$ cat src/rtl/blink_cfg_if.sv
// Configuration handshake bundle for blink_controller: request, mode and
// timing fields travel together and are accepted on cfg_valid & cfg_ready.
interface blink_cfg_if #(
  parameter int SIZE  = 26,
  parameter int CNT_W = 8
);
  logic             cfg_valid;
  logic             cfg_ready;
  logic [1:0]       cfg_mode;
  logic [SIZE-1:0]  cfg_half_period;
  logic [CNT_W-1:0] cfg_count;

  modport master (
    output cfg_valid,
    output cfg_mode,
    output cfg_half_period,
    output cfg_count,
    input  cfg_ready
  );

  modport slave (
    input  cfg_valid,
    input  cfg_mode,
    input  cfg_half_period,
    input  cfg_count,
    output cfg_ready
  );
endinterface

$ cat src/rtl/blink_controller.sv
// LED controller with OFF / ON / BLINK / BURST modes; BURST emits N pulses of
// H cycles high and H cycles low, then returns to OFF with a done pulse.
module blink_controller #(
  parameter int SIZE  = 26,
  parameter int CNT_W = 8
) (
  input  logic             clk_in,
  input  logic             rst_n,
  blink_cfg_if.slave       cfg,
  input  logic             abort,
  output logic             led_out,
  output logic             busy,
  output logic             done,
  output logic [CNT_W-1:0] pulses_left
);

  typedef enum logic [1:0] {
    ST_OFF   = 2'd0,
    ST_ON    = 2'd1,
    ST_BLINK = 2'd2,
    ST_BURST = 2'd3
  } state_e;

  localparam logic [SIZE-1:0]  ONE_H = {{(SIZE-1){1'b0}}, 1'b1};
  localparam logic [CNT_W-1:0] ONE_P = {{(CNT_W-1){1'b0}}, 1'b1};

  state_e           state_r, state_s;
  logic             led_r, led_s;
  logic             busy_r;
  logic             done_r, done_s;
  logic [SIZE-1:0]  cnt_r, cnt_s;
  logic [SIZE-1:0]  h_r, h_s;
  logic [CNT_W-1:0] n_r, n_s;
  logic [CNT_W-1:0] pulses_r, pulses_s;
  logic             ready_s;
  logic             accept_s;
  logic             phase_end_s;
  logic [SIZE-1:0]  h_in_s;

  assign ready_s     = (state_r != ST_BURST) & ~abort;
  assign accept_s    = cfg.cfg_valid & ready_s;
  assign phase_end_s = (cnt_r == (h_r - ONE_H));
  // A zero half-period is promoted to one so BLINK still toggles every cycle.
  assign h_in_s      = (cfg.cfg_half_period == {SIZE{1'b0}}) ? ONE_H : cfg.cfg_half_period;

  assign cfg.cfg_ready = ready_s;
  assign led_out       = led_r;
  assign busy          = busy_r;
  assign done          = done_r;
  assign pulses_left   = pulses_r;

  // Next-state, phase counter and output decode.
  always_comb begin
    state_s  = state_r;
    led_s    = led_r;
    cnt_s    = cnt_r;
    h_s      = h_r;
    n_s      = n_r;
    pulses_s = pulses_r;
    done_s   = 1'b0;
    if (abort) begin
      state_s  = ST_OFF;
      led_s    = 1'b0;
      cnt_s    = {SIZE{1'b0}};
      pulses_s = {CNT_W{1'b0}};
    end else if (accept_s) begin
      state_s  = state_e'(cfg.cfg_mode);
      h_s      = h_in_s;
      n_s      = cfg.cfg_count;
      cnt_s    = {SIZE{1'b0}};
      pulses_s = {CNT_W{1'b0}};
      case (state_e'(cfg.cfg_mode))
        ST_OFF:   led_s = 1'b0;
        ST_ON:    led_s = 1'b1;
        ST_BLINK: led_s = 1'b1;
        ST_BURST: begin
          if (cfg.cfg_count == {CNT_W{1'b0}}) begin
            state_s = ST_OFF;
            led_s   = 1'b0;
            done_s  = 1'b1;
          end else begin
            led_s    = 1'b1;
            pulses_s = cfg.cfg_count;
          end
        end
        default:  led_s = 1'b0;
      endcase
    end else begin
      case (state_r)
        ST_OFF: begin
          led_s = 1'b0;
          cnt_s = {SIZE{1'b0}};
        end
        ST_ON: begin
          led_s = 1'b1;
          cnt_s = {SIZE{1'b0}};
        end
        ST_BLINK: begin
          if (phase_end_s) begin
            cnt_s = {SIZE{1'b0}};
            led_s = ~led_r;
          end else begin
            cnt_s = cnt_r + ONE_H;
          end
        end
        ST_BURST: begin
          if (phase_end_s) begin
            cnt_s = {SIZE{1'b0}};
            if (led_r) begin
              led_s = 1'b0;
            end else if (pulses_r == ONE_P) begin
              // Last low phase over: leave BURST and flag completion together.
              state_s  = ST_OFF;
              led_s    = 1'b0;
              done_s   = 1'b1;
              pulses_s = {CNT_W{1'b0}};
            end else begin
              led_s    = 1'b1;
              pulses_s = pulses_r - ONE_P;
            end
          end else begin
            cnt_s = cnt_r + ONE_H;
          end
        end
        default: begin
          state_s  = ST_OFF;
          led_s    = 1'b0;
          cnt_s    = {SIZE{1'b0}};
          pulses_s = {CNT_W{1'b0}};
        end
      endcase
    end
  end

  // State and output registers with asynchronous clear.
  always_ff @(posedge clk_in or negedge rst_n) begin
    if (!rst_n) begin
      state_r  <= ST_OFF;
      led_r    <= 1'b0;
      busy_r   <= 1'b0;
      done_r   <= 1'b0;
      cnt_r    <= {SIZE{1'b0}};
      h_r      <= {SIZE{1'b0}};
      n_r      <= {CNT_W{1'b0}};
      pulses_r <= {CNT_W{1'b0}};
    end else begin
      state_r  <= state_s;
      led_r    <= led_s;
      busy_r   <= (state_s == ST_BURST);
      done_r   <= done_s;
      cnt_r    <= cnt_s;
      h_r      <= h_s;
      n_r      <= n_s;
      pulses_r <= pulses_s;
    end
  end

endmodule

$ cat src/flat_wrapper.sv
// flat-port wrapper written by rule: the top's interface ports become plain ports
module blink_controller_flat 
#(
  parameter int SIZE  = 26,
  parameter int CNT_W = 8
)
  (clk_in, rst_n, abort, led_out, busy, done, pulses_left, cfg_cfg_valid, cfg_cfg_mode, cfg_cfg_half_period, cfg_cfg_count, cfg_cfg_ready);
  blink_cfg_if #(.SIZE(SIZE), .CNT_W(CNT_W)) cfg_i ();
  input  logic clk_in;
  input  logic rst_n;
  input  logic abort;
  output logic led_out;
  output logic busy;
  output logic done;
  output logic [CNT_W-1:0] pulses_left;
  input wire logic [$bits(cfg_i.cfg_valid)-1:0] cfg_cfg_valid;
  input wire logic [$bits(cfg_i.cfg_mode)-1:0] cfg_cfg_mode;
  input wire logic [$bits(cfg_i.cfg_half_period)-1:0] cfg_cfg_half_period;
  input wire logic [$bits(cfg_i.cfg_count)-1:0] cfg_cfg_count;
  output wire logic [$bits(cfg_i.cfg_ready)-1:0] cfg_cfg_ready;
  assign cfg_i.cfg_valid = cfg_cfg_valid;
  assign cfg_i.cfg_mode = cfg_cfg_mode;
  assign cfg_i.cfg_half_period = cfg_cfg_half_period;
  assign cfg_i.cfg_count = cfg_cfg_count;
  assign cfg_cfg_ready = cfg_i.cfg_ready;
  blink_controller #(.SIZE(SIZE), .CNT_W(CNT_W)) u_core (.clk_in(clk_in), .rst_n(rst_n), .cfg(cfg_i), .abort(abort), .led_out(led_out), .busy(busy), .done(done), .pulses_left(pulses_left));
endmodule
$ cat config.mk
export PLATFORM = sky130hd
export DESIGN_NAME = blink_controller_flat
export DESIGN_NICKNAME = d
export VERILOG_FILES = /design/src/rtl/blink_cfg_if.sv /design/src/rtl/blink_controller.sv /design/src/flat_wrapper.sv
export SDC_FILE = /design/constraint.sdc
export NUM_CORES = 1
export LEC_CHECK = 0
export ABC_AREA = 1
export CORE_MARGIN = 2
export CORE_UTILIZATION = 60
export CTS_BUF_LIST = sky130_fd_sc_hd__clkbuf_8 sky130_fd_sc_hd__clkbuf_16
export CTS_CLUSTER_DIAMETER = 200
export DETAILED_ROUTE_END_ITERATION = 16
export PLACE_DENSITY_LB_ADDON = 0.1
export SLEW_MARGIN = 25
export SYNTH_ARGS = -nofsm -noshare
export SYNTH_HDL_FRONTEND = slang
export SYNTH_SLANG_ARGS = --single-unit
$ cat constraint.sdc
create_clock -name clk_in -period 3.1 [get_ports clk_in]
set_clock_uncertainty 0.05 [all_clocks]
set_input_delay 0.93 -clock clk_in [delete_from_list [all_inputs] [get_ports clk_in]]
set_output_delay 0.93 -clock clk_in [all_outputs]
set_load 0.01 [all_outputs]
== Yosys cells after proc, flatten, opt, wreduce, memory -nomap -nowiden ==
Index checks and enable logic that the tools add are counted.

* Add/subtract/negate cells: 3
* Bitwise logic cells: 4
* Reduce and logical (&&, ||, !) cells: 12
* Multiplexer cells: 38
* Equal/unequal tests: 13

{| class="wikitable"
|+ Operators with widths
! kind !! number
|-
| $mux 26 || 4
|-
| $mux 8 || 8
|-
| $pmux 26 s2 || 1
|-
| $add 26x1->26 const B || 1
|-
| $eq 26x26->1 || 1
|-
| $logic_not 26->1 || 1
|-
| $sub 26x1->26 const B || 1
|-
| $mux 2 || 8
|-
| $mux 1 || 15
|-
| $eq 2x2->1 const B || 5
|-
| $eq 8x1->1 const B || 1
|-
| $logic_not 8->1 || 1
|-
| $ne 4x2->1 const B || 2
|-
| $sub 8x1->8 const B || 1
|-
| $reduce_bool 3->1 || 2
|-
| $reduce_or 2->1 || 3
|-
| $eq 2x1->1 const B || 2
|-
| $logic_not 2->1 || 2
|-
| $pmux 1 s4 || 1
|-
| $reduce_and 2->1 || 2
|-
| $ne 3x3->1 const B || 1
|-
| $pmux 1 s3 || 1
|-
| $reduce_and 3->1 || 1
|-
| $and 1x1->1 || 2
|-
| other kinds (2) || 3
|}

* Bits of input ports: 40
* Output and inout port bits: 12
* Logic and storage cells: 77
* Flip-flop bits (word level): 65

== Longest topological paths before layout ==
Gate-level depths: netlist (run 1).

* Word-level depth: 8
* Depth in mapped cells: 16
* Gate-level depth less buffers: 16

== Worst setup path before layout (run 1) ==
Ideal clock, no wire load.

* Path type: input to register
* Start: in abort
* End: reg u_core.pulses_r[2], in the netlist u_core.pulses_left[2]
* Arrival: 2.024 ns
* Path buffers: 1
* Setup time: 0.066 ns
* Data required time: 2.984 ns
* Slack: 0.960 ns
* Cell stages on the path: 8
* Path through: nor2_1 nand2_1 inv_2 clkbuf_1 a21oi_1 nor3_1 nand2_1 nand2_1

* Cells in the longest elaborated chain, start to end: 5
* Elaborated cells between the ends (all ways): 9
* Classes of those cells: eq/ne: 1; mux: 2; bitwise: 3; reduce/logical: 3

{| class="wikitable"
|+ RTL lines
! element !! RTL line !! text
|-
| start, declared || flat_wrapper.sv:11 || <nowiki>input logic abort;</nowiki>
|-
| $not 1->1 || blink_controller.sv:40 || <nowiki>assign ready_s = (state_r != ST_BURST) & ~abort;</nowiki>
|-
| $and 1x1->1 || blink_controller.sv:40 ||
|-
| $and 1x1->1 || blink_controller.sv:41 || <nowiki>assign accept_s = cfg.cfg_valid & ready_s;</nowiki>
|-
| $ne 3x3->1 (no line) (tied with other cells) || -- ||
|-
| $reduce_and 3->1 (no line) or $mux 8 (tied branches) || -- ||
|-
| end signal, assigned || blink_controller.sv:145 || <nowiki>pulses_r <= {CNT_W{1'b0}};</nowiki>
|-
| end signal, assigned || blink_controller.sv:154 || <nowiki>pulses_r <= pulses_s;</nowiki>
|-
| end, declared || blink_controller.sv:34 || <nowiki>logic [CNT_W-1:0] pulses_r, pulses_s;</nowiki>
|}

Several ways; a longest one is shown, not always the timed one.
A chain may end at the register's enable or synchronous reset.

== Final worst setup path (run 1) ==
* Start: in abort
* End: out cfg_cfg_ready

* Cells in the longest elaborated chain, start to end: 2

{| class="wikitable"
|+ RTL lines
! element !! RTL line !! text
|-
| $not 1->1 || blink_controller.sv:40 ||
|-
| $and 1x1->1 || blink_controller.sv:40 ||
|-
| end, declared || flat_wrapper.sv:20 || <nowiki>output wire logic [$bits(cfg_i.cfg_ready)-1:0] cfg_cfg_ready;</nowiki>
|}

No other way between the ends.

==> results.yml, run 1 <==
synthesis:
  postSynthAreaPerCell_um2: 7.046
  synth_edf_count: 0
  syn-num-nets: 724
  synth_cell_types: 44
  synth_flop_cell: "dfrtp_1"
  synthTopCellsByArea: "dfrtp_1 34%, nand2_1 15%, inv_1 6.8%"
  synthDominantCellAreaShare_pct: 34.05
  async_reset_ff_share_pct: 100.0
  ys_seq_area_share_pct: 34.05
  synth-warning-count: 0
  synth_area_um2: 4777
  synth_top_area_cell: "dfrtp_1"
  ys_top_cells_by_count: "186 x nand2_1, 86 x inv_1, 77 x nor2_1"
  synth_seq_cells: 65
  yosysMostFrequentCell: "nand2_1"
  synth_cells: 678
layout:
  final_core_util_pct: 73.12
  syn_to_final_growth_pct: 18.28
  num-nets-final: 780
  n_antenna_cell: 0
  post_route_cells_drive_above_1_share_pct: 10.42
  postLayoutCellArea_um2: 5650
placement:
  place_hpwl_um: 9906
  io_buffers: 51
  dpl_cell_area_um2: 5406
  gp_congestion: 0.9975
cts:
  tritoncts: "built"
  clk_latency_ps: 350
  cts_root_buf: "clkbuf_8"
  cts_buffer_depth: 2
  postCtsSetupRepairBufs: 0
  cts_max_level: 3
  clock-sinks: 65
  numCtsBuffers: 9
  clk_pin_slew_ps: 70
  cts_hold_buf: 0
worst_setup_path:
  cp.required_ps: 2120
  start_kind: "input pin"
  worstSetupPathType: "in2out"
  reg2reg_slack_ps: 440
  critPathCaptureType: "output port"
  crit_fanout: 2
  reg2reg_depth: 13
  arrival_ps: 2040
  r2r-end: "u_core.pulses_left[5]"
  r2r-start: "u_core.h_r[3]"
global_routing:
  grt_use_total_pct: 30.72
  grt_pass1_vias: 4362
  grt_first_pass_wirelength_um: 20940
  grt_overflow: 0
  grt_max_degree: 43
  antenna_found_initial: 0
sta:
  min_period_ps: 3024
  grt_setup_unrepaired: "no"
  hold_violations: 0
  slew_headroom_pct: 59.41
  clock.fmax_mhz: 330.6
  worst_pin_slew_ps: 608.8
  finalSetupViolCount: 0
  drv_slew: 0
  period_share_pct: 97.56
  fin_setup_tns_ps: 0
floorplan:
  start_util_pct: 61.82
  num_rows: 32
  die_h_um: 93.23
  num_io_pins: 52
  coreArea_um2: 7727
  die-width_um: 93.23
  dieArea_um2: 8692
route:
  antenna_left: 0
  vias: 4643
  wl_per_cell_um: 15.10
  drc: 0
  routed_wl_um: 12700
  dr.first_iter.drc_count: 272
  drtPass1Iterations: 6
  vias_per_cell: 5.521
power:
  peakVddDrop_v: 0.0002568
  power_density_nw_per_um2: 461.3
  total_power_mw: 2.606
  p_leak_nw: 2.712
hold_path:
  min_path_type: "reg2reg"
  hold_depth: 2
  min_to: "u_core.h_r[25]"
  min_from: "u_core.h_r[25]"
run:
  maxCapViolations: 0
outcome:
  status: "completed"
## cells by family after synthesis
logic type,count (synthesis),synth area share (%)
AND/OR/NAND/NOR,405,41.23
buffers and inverters,102,8.512
flip-flops,65,34.05
AO/OA/AOI/OAI,60,7.020
XOR/XNOR,40,7.622
adder cells (fa/ha/maj),6,1.571
## placed cells by master, fill, tap and decap left out, drive strengths merged
cell type	instances
a31o	1
xnor2	14
or4	1
o21bai	1
a31oi	2
buf	9
clkbuf	9
a21oi	18
nand3b	5
and2	2
bufinv	3
a211oi	4
nand2	194
nor2	101
o21ai	28
nor3b	1
inv	90
clkinv	2
xor2	25
nor4	6
clkdlybuf4s50	50
o211ai	2
ha	6
nand4	25
o21a	1
nor3	24
o22ai	2
xnor3	1
dfrtp	65
nand3	46
o31ai	1
## power breakdown
part | switching, mW | leakage (nW) | internal (mW)
Sequential | 0.102 | 0.857 | 0.914
Clock | 0.352 | 0.126 | 0.529
Combinational | 0.421 | 1.73 | 0.290
## worst max path at each step
stage | startpoint | end | cells past startpoint
2_1_floorplan | abort | u_core.pulses_left[2] | 8
3_3_place_gp | abort | cfg_cfg_ready | 3
3_5_place_dp | abort | cfg_cfg_ready | 3
4_1_cts | abort | cfg_cfg_ready | 3
5_1_grt | abort | cfg_cfg_ready | 3
6_report | abort | cfg_cfg_ready | 3
## sequential cells by signal, indices dropped and copies added, names as in the netlist
signal              flops
u_core.busy             1
u_core.cnt_r           26
u_core.done             1
u_core.h_r             26
u_core.led_out          1
u_core.pulses_left      8
u_core.state_r          2
## metrics by stage
stage	worst slack, ps	std cells	hold WS [ps]
floorplan	960.5	678	417.9
global placement	76.57	825	436.6
detailed placement	70.30	825	442.0
CTS	76.09	841	463.3
global route	31.46	841	501.0
finish	75.53	841	459.5
## repair_timing
action | CTS | global route
resized for setup | 0 | 1
endpoints found under the hold margin | 0 | 0
endpoints found under the setup margin | 0 | 2
## final cells by class
type | count | area, um^2
clock buffers | 9 | 123.9
clock inverters | 7 | 111.4
fillers | 627 | 2077
inverters | 88 | 330.3
multi-input cells | 511 | 2753
flip-flops and latches | 65 | 1627
well taps | 102 | 127.6
repair buffers | 59 | 578.1
## critical path, cell delays in order
cell	delay (ps)
clkdlybuf4s50_1	420
nor2_1	140
clkdlybuf4s50_1	560
## layer usage
| layer | GRT usage (%) | up-vias | share of wire [%] | wire (um) |
|---|---|---|---|---|
| met4 | 8.456 | 0 | 2.1 | 265 |
| met2 | 48.14 | 182 | 45 | 5765 |
| met5 | 0 | - | 0 | 0 |
| met3 | 4.996 | 20 | 7.3 | 926 |
| li1 | - | 2287 | - | - |
| met1 | 44.24 | 2154 | 45 | 5743 |
Note: power is estimated with default switching activity, not from simulation.
==> run 2: changes to the inputs <==
--- a/config.mk
+++ b/config.mk
@@ -7,7 +7,7 @@
 export LEC_CHECK = 0
 export ABC_AREA = 1
 export CORE_MARGIN = 2
-export CORE_UTILIZATION = 60
+export CORE_UTILIZATION = 58
 export CTS_BUF_LIST = sky130_fd_sc_hd__clkbuf_8 sky130_fd_sc_hd__clkbuf_16
 export CTS_CLUSTER_DIAMETER = 200
 export DETAILED_ROUTE_END_ITERATION = 16
==> constraint.sdc (replaced) <==
create_clock -name clk_in -period 3 [get_ports clk_in]
set_clock_uncertainty 0.05 [all_clocks]
set_input_delay 0.9 -clock clk_in [delete_from_list [all_inputs] [get_ports clk_in]]
set_output_delay 0.9 -clock clk_in [all_outputs]
set_load 0.01 [all_outputs]
==> run 2 against run 1 <==
  * Register-to-register slack worse by 70 ps
  * Largest power group unchanged
  * Non-clock buffer count rose by 1
  * Largest cell class unchanged
  * Global-route usage is 0.28 points higher
  * Sequential cell count stayed put
  * Cell count rose by 0.48%
  * First-iteration DRC count increased by 26%
  * Hold slack worse by 3.5 ps
==> results.yml, run 2 (same netlist as run 1, synthesis figures left out) <==
power:
  clkPwrFrac_pct: 30.1
  power_frac_comb_pct: 28.7
  switching_power_mw: 0.9114
  p_seq_share_pct: 41.2
  total_power_mw: 2.545
  peakVddDrop_v: 0.0002950
  p_leak_nw: 2.706
  power_density_nw_per_um2: 452.8
  switching_share_pct: 35.81
  internal_power_mw: 1.634
route:
  highest_layer: "met4"
  wl_per_cell_um: 15.33
  antenna_left: 0
  vias: 4641
  wl_met1_um: 5916
  drtPass1Iterations: 5
  vias_per_cell: 5.492
  wl_met3_um: 757
  dr_wl_met2_um: 5979
  routed_wl_um: 12950
  dr.first_iter.drc_count: 343
  drc: 0
floorplan:
  coreArea_um2: 8093
  die_h_um: 94.76
  dieArea_um2: 8979
  num_rows: 33
  die-width_um: 94.76
  start_util_pct: 59.03
  num_io_pins: 52
cts:
  tritoncts: "built"
  cts_resized: 0
  postCtsSetupRepairBufs: 0
  clock-sinks: 65
  cts_hold_buf: 0
  cts_max_level: 3
  cts_buffer_depth: 2
  clk_latency_ps: 350
  clk_pin_slew_ps: 80
  cts_root_buf: "clkbuf_8"
  numCtsBuffers: 9
sta:
  drv_slew: 0
  period_share_pct: 87.66
  clock.fmax_mhz: 380.3
  fin_setup_tns_ps: 0
  grt_setup_unrepaired: "no"
  min_period_ps: 2630
  slew_headroom_pct: 59.14
  hold_violations: 0
  worst_pin_slew_ps: 611.5
  finalSetupViolCount: 0
outcome:
  status: "completed"
global_routing:
  grt_overflow: 0
  grt_pass1_vias: 4311
  grt_max_degree: 42
  grt_first_pass_wirelength_um: 21070
  antenna_found_initial: 0
  grt_use_total_pct: 31.00
placement:
  place_hpwl_um: 10200
  io_buffers: 51
  dpl_cell_area_um2: 5418
  gp_congestion: 0.9242
layout:
  postLayoutCellArea_um2: 5622
  syn_to_final_growth_pct: 17.68
  n_antenna_cell: 0
  post_route_cells_drive_above_1_share_pct: 10.81
  final_cell_mix: "186 x nand2_1, 86 x inv_1, 77 x nor2_1, 65 x dfrtp_1, 49 x clkdlybuf4s50_1"
  num-nets-final: 781
  mostFrequentLayoutCell: "nand2_1"
worst_setup_path:
  critPathCaptureType: "flip-flop"
  start_kind: "flip-flop"
  worstSetupPathType: "reg2reg"
  arrival_ps: 2820
  r2r-start: "u_core.h_r[0]"
  cp.required_ps: 3190
  crit_start: "u_core.h_r[0]"
  crit_fanout: 23
run:
  maxCapViolations: 0
hold_path:
  min_from: "u_core.h_r[25]"
  min_path_type: "reg2reg"
## run 2: routing by layer
layer / GRT usage, % / vias up
met1: 43.68 / 2154
met4: 10.99 / 0
li1: - / 2314
met3: 4.948 / 19
met2: 48.46 / 154
met5: 0 / -
## run 2: power groups by stage
stage,registers [mW],logic [mW],clock network [mW]
2_1_floorplan,1.04,0.488,0
3_3_place_gp,1.06,0.709,0
3_5_place_dp,1.06,0.726,0
4_1_cts,1.05,0.731,0.782
5_1_grt,1.06,0.825,0.824
6_report,1.05,0.731,0.766
## run 2: critical path: stages, from the launching register on
cell,delay [ps]
dfrtp_1,410
inv_2,90
ha_1,250
nand2_4,130
nor2_8,180
nand3_2,100
o21bai_1,140
nand2_1,110
nand2_1,100
nor2_2,50
nand3_2,90
nand4_2,470
o21ai_0,340
## run 2: cell type report
cell class,count,area [um^2]
Timing Repair Buffer,60,588.1
Tap cell,105,131.4
Clock buffer,9,123.9
Multi-Input combinational cell,511,2744
Fill cell,713,2471
Sequential cell,65,1627
Clock inverter,7,77.57
Inverter,88,330.3
## run 2: worst paths after layout
check | slack (ps) | to | cells after the start
max | 370 | u_core.led_out | 12
min | 460 | u_core.h_r[25] | 2
max reg2reg | 370 | u_core.led_out | 12
min reg2reg | 460 | u_core.h_r[25] | 2
max in group asynchronous | 1780 | u_core.cnt_r[19] | 2
min in group asynchronous | 500 | u_core.cnt_r[8] | 1
## run 2: through the flow
| stage | util (%) | cells | setup slack (ps) | hold slack (ps) |
|---|---|---|---|---|
| after global routing | 69.47 | 845 | 23.15 | 476.8 |
| after global placement | 66.95 | 829 | 38.42 | 438.1 |
| final | 69.47 | 845 | 370.3 | 456.0 |
| after CTS | 69.43 | 845 | 39.45 | 458.4 |
| after detailed placement | 66.95 | 829 | 36.90 | 442.6 |
| after floorplan | - | 678 | 890.5 | 417.9 |
